===== src/rtl/deserializer.sv =====
// Serial-to-parallel receiver: collects MSB-first bits into DATA_W-bit words and flushes partial words on a valid gap.
// Define DESER_STATS_EN to add saturating full-word and partial-flush counters.
module deserializer #(
  parameter int DATA_W = 16,
  parameter int LEN_W  = $clog2(DATA_W + 1)
) (
  input  logic              clk_i,
  input  logic              arst_n_i,
  input  logic              ser_data_i,
  input  logic              ser_data_val_i,
  output logic [DATA_W-1:0] deser_data_o,
  output logic [LEN_W-1:0]  deser_len_o,
  output logic              deser_data_val_o,
  output logic              busy_o
`ifdef DESER_STATS_EN
  ,
  output logic [15:0]       partial_cnt_o,
  output logic [15:0]       word_cnt_o
`endif
);

  typedef enum logic [1:0] {
    IDLE    = 2'd0,
    COLLECT = 2'd1
  } state_t;

  localparam logic [LEN_W-1:0] LAST_IDX = LEN_W'(DATA_W - 1);
  localparam logic [LEN_W-1:0] FULL_LEN = LEN_W'(DATA_W);

  state_t            state;
  logic [DATA_W-1:0] sh;
  logic [LEN_W-1:0]  cnt;
  logic [DATA_W-1:0] bit_mask;
  logic [DATA_W-1:0] next_sh;
  logic              full_done;
  logic              gap_done;

  // Low bits of sh are still zero, so OR-ing the incoming bit at DATA_W-1-cnt is enough.
  assign bit_mask  = {1'b1, {(DATA_W-1){1'b0}}} >> cnt;
  assign next_sh   = ser_data_i ? (sh | bit_mask) : sh;
  assign full_done = (state == COLLECT) && ser_data_val_i && (cnt == LAST_IDX);
  assign gap_done  = (state == COLLECT) && !ser_data_val_i;

  always_ff @(posedge clk_i or negedge arst_n_i) begin
    if (!arst_n_i) begin
      state            <= IDLE;
      sh               <= '0;
      cnt              <= '0;
      deser_data_o     <= '0;
      deser_len_o      <= '0;
      deser_data_val_o <= 1'b0;
      busy_o           <= 1'b0;
    end else begin
      deser_data_val_o <= 1'b0;
      case (state)
        IDLE: begin
          if (ser_data_val_i) begin
            sh     <= {ser_data_i, {(DATA_W-1){1'b0}}};
            cnt    <= LEN_W'(1);
            state  <= COLLECT;
            busy_o <= 1'b1;
          end
        end
        COLLECT: begin
          if (full_done) begin
            deser_data_o     <= next_sh;
            deser_len_o      <= FULL_LEN;
            deser_data_val_o <= 1'b1;
            sh               <= '0;
            cnt              <= '0;
            state            <= IDLE;
            busy_o           <= 1'b0;
          end else if (ser_data_val_i) begin
            sh  <= next_sh;
            cnt <= cnt + 1'b1;
          end else begin
            deser_data_o     <= sh;
            deser_len_o      <= cnt;
            deser_data_val_o <= 1'b1;
            sh               <= '0;
            cnt              <= '0;
            state            <= IDLE;
            busy_o           <= 1'b0;
          end
        end
        default: begin
          sh     <= '0;
          cnt    <= '0;
          state  <= IDLE;
          busy_o <= 1'b0;
        end
      endcase
    end
  end

`ifdef DESER_STATS_EN
  always_ff @(posedge clk_i or negedge arst_n_i) begin
    if (!arst_n_i) begin
      partial_cnt_o <= '0;
      word_cnt_o    <= '0;
    end else begin
      if (gap_done && (partial_cnt_o != 16'hFFFF)) begin
        partial_cnt_o <= partial_cnt_o + 16'd1;
      end
      if (full_done && (word_cnt_o != 16'hFFFF)) begin
        word_cnt_o <= word_cnt_o + 16'd1;
      end
    end
  end
`endif

endmodule


===== config.mk =====
export PLATFORM = sky130hd
export DESIGN_NAME = deserializer
export DESIGN_NICKNAME = d
export VERILOG_FILES = /design/src/rtl/deserializer.sv
export SDC_FILE = /design/constraint.sdc
export NUM_CORES = 1
export LEC_CHECK = 0
export CAP_MARGIN = 25
export CORE_ASPECT_RATIO = 1.1
export CORE_MARGIN = 4
export CORE_UTILIZATION = 44
export DETAILED_ROUTE_END_ITERATION = 7
export PLACE_DENSITY = 0.66
export REMOVE_ABC_BUFFERS = 1
export SLEW_MARGIN = 30
export SYNTH_ARGS = -nofsm -noshare
export SYNTH_HDL_FRONTEND = slang
export SYNTH_SLANG_ARGS = --single-unit

===== constraint.sdc =====
create_clock -name clk_i -period 5.6 [get_ports clk_i]
set_clock_uncertainty 0.1 [all_clocks]
set_input_delay 1.12 -clock clk_i [delete_from_list [all_inputs] [get_ports clk_i]]
set_output_delay 1.12 -clock clk_i [all_outputs]
set_load 0.1 [all_outputs]

==> out/qor.yml <==
result_of_the_run: "finished clean"
vias: 1336
synthesis.yosys.warnings: 0
first_iter_violations: 61
timing.hold.ws_ns: 0.397
synth_largest_type_area_fraction_pct: 54.9
setup_viol: 0
classification_of_the_worst_slack_hold_path: "register to register"
dpl.hpwl_um: 2580
initial_utilization_pct: 46.1
critical_path.max_fanout: 11
layout_worst_path_cycle_share_pct: 58.5
layoutNonFillerInstCount: 247
die_w_um: 72.4
setup_cp_type: "register to output port"
ir_drop_uv: 175
timing_hold_violations_final: 0
nets: 204
finalWorstPathRequiredPeriod_ns: 3.28
synthesis.area_per_instance_sq_um: 11.9
endpoint_with_the_worst_hold_slack: "sh[1]"
floorplan.die_area_sq_um: 5700
synth_seq_area_share_pct: 54.9
htree_levels: 2
cts_resized: 0
post-cts-setup-buffer-count: 0
cts_num_sinks: 44
post_synth_main_area_contributors: "sky130_fd_sc_hd__dfrtp_1 55%, sky130_fd_sc_hd__mux2i_1 8.0%, sky130_fd_sc_hd__a22o_1 5.7%"
reg_to_reg_start: "cnt[2]"
number_of_hold_repair_buffers_added_at_the_cts_stage: 0
clk_latency_ns: 0.29
critical_path.n_buffers_inverters: 1
core_area_sq_um: 4350
min_path_cells: 1
cp-end-kind: "output port"
root_buffer: "sky130_fd_sc_hd__clkbuf_8"
setup_total_negative_slack_ns: 0
crit_path_top_delay_cell: "sky130_fd_sc_hd__clkdlybuf4s50_1"
timing.critical_path.required_ns: 4.38
vias_per_cell: 5.41
insertedDiodeCount: 0
area_growth_syn_to_layout_pct: 17.6
ff2ff_path_depth: 5
tritoncts_clock_tree: "yes"
worstMarginPinSlew_ns: 0.971
post_synth_num_cell_types: 31
min_from: "sh[1]"
relative_slew_slack_pct: 35.0
groute.usage.overall_pct: 15.2
die_y_um: 78.8
post_drt_wl_per_cell_um: 15.6
finalWeightedCongestion: 0.820
crit_path_max_incr_delay_ns: 1.21
maxSlewViolCount: 0
synthCells: 168
syn-cell-area_sq_um: 2000
max_clock_freq_mhz: 305
grt_max_degree: 45
drv_cap: 0
synth-seq-cells: 44
drt.antenna.violating_nets: 0
antenna_found_initial: 0
drc: 0
number_of_placed_instances_with_taps_included: 240
yosys_most_used_dff: "sky130_fd_sc_hd__dfrtp_1"
tritoncts.num_buffers: 5
fraction_of_final_layout_cells_with_drive_strength_greater_than_1_pct: 8.29
std_cell_rows: 25
post_synth_most_frequent_cells: "44 x sky130_fd_sc_hd__dfrtp_1, 22 x sky130_fd_sc_hd__inv_1, 16 x sky130_fd_sc_hd__mux2i_1"
family_of_cells_with_the_greatest_summed_delay_on_the_critical_path: "buffers and inverters"
power_density_nw_per_um2: 284
detailedRoute.firstPassIterationCount: 4
critical_path.startpoint_type: "register"
first_pass_grt_wire_length_um: 6650
routed_wirelength_um: 3850
cts.clk_slew.worst_paths_ns: 0.08
grt_setup_unrepaired: "no"
cp_data_arrival_time_ns: 2.06
gr-total-overflow: 0
ys_async_sr_fraction_pct: 100
synth_edf_count: 0
timing.critical_path.cells: "clkdlybuf4s50_1"
synth.largest_area_cell: "sky130_fd_sc_hd__dfrtp_1"
timing.rr.end: "sh[3]"
num_io_pins: 27
cts-root-to-sink-buffers: 2
number_of_global_route_vias_before_repair: 1386
synth.most_common_cell: "sky130_fd_sc_hd__dfrtp_1"
r2r_setup_slack_ns: 3.23
port-buffer-count: 26
static-leakage-power_nw: 1.03
==> per-stage QoR <==
stage | power (W) | instance area [sq um] | worst slack, ns | utilization (%)
floorplan | 0.000452 | 1950 | 3.31 | -
global placement | 0.000490 | 2280 | 2.66 | 52.4
detailed placement | 0.000493 | 2280 | 2.65 | 52.4
finish | 0.000670 | 2360 | 2.32 | 54.2
global route | 0.000701 | 2360 | 2.24 | 54.2
CTS | 0.000677 | 2350 | 2.32 | 54.2
==> layout make-up <==
cell class / instances / area (sq um)
sequential: 44 / 1100
multi-input combinational: 92 / 763
clock buffer: 6 / 72.6
timing repair buffer: 26 / 258
tap: 54 / 67.6
clock inverter: 1 / 5.00
inverter: 24 / 90.1
fill: 382 / 1990
==> power by group <==
part | leakage (nW) | switching (W) | internal [W]
logic | 0.388 | 0.000107 | 0.0000359
clock network | 0.0410 | 0.0000992 | 0.0000848
registers | 0.600 | 0.0000123 | 0.000331
total | 1.03 | 0.000219 | 0.000451
==> metal layers <==
layer / track usage (%) / part of all wire [%]
met1: 20.2 / 47
met2: 23.0 / 47
met3: 4.43 / 4.7
met4: 6.20 / 1.6
met5: 0 / 0
==> placed cells by master (no fill, tap or decap), types with 2 or more instances in the layout <==
cell type and count:
sky130_fd_sc_hd__ha_1 7, sky130_fd_sc_hd__a22o_1 13, sky130_fd_sc_hd__a32o_1 6, sky130_fd_sc_hd__nor2_1 2
sky130_fd_sc_hd__nand2_1 6, sky130_fd_sc_hd__inv_2 2, sky130_fd_sc_hd__nor4_4 2, sky130_fd_sc_hd__a31oi_1 6
sky130_fd_sc_hd__a21oi_1 10, sky130_fd_sc_hd__o21ai_0 5, sky130_fd_sc_hd__mux2i_1 16, sky130_fd_sc_hd__clkdlybuf4s50_1 25
sky130_fd_sc_hd__inv_1 22, sky130_fd_sc_hd__clkbuf_8 5, sky130_fd_sc_hd__dfrtp_1 44, sky130_fd_sc_hd__nor2b_1 5
sky130_fd_sc_hd__nand2b_1 2
==> cell families after synthesis <==
kind of cell	count (synthesis)	share of synthesized area [%]
AO/OA/AOI/OAI	45	16.9
XOR/XNOR	1	0.437
adder cells (fa/ha/maj)	7	4.37
buffers and inverters	32	6.99
AND/OR/NAND/NOR	23	8.43
flip-flops	44	54.9
multiplexers	16	7.99
==> state kept, by name (all words and copies together), names as in the netlist <==
| register | count |
|---|---|
| busy_o | 1 |
| deser_len_o | 5 |
| cnt | 5 |
| deser_data_o | 16 |
| deser_data_val_o | 1 |
| sh | 16 |
==> how the worst max path moves through the flow <==
stage / from / to / slack (ns) / cells past startpoint
2_1_floorplan: busy_o / busy_o / 3.31 / 0
6_report: busy_o / busy_o / 2.32 / 1
3_5_place_dp: busy_o / busy_o / 2.65 / 1
3_3_place_gp: busy_o / busy_o / 2.66 / 1
5_1_grt: busy_o / busy_o / 2.24 / 1
4_1_cts: busy_o / busy_o / 2.32 / 1
(Power assumes the default switching activity.)
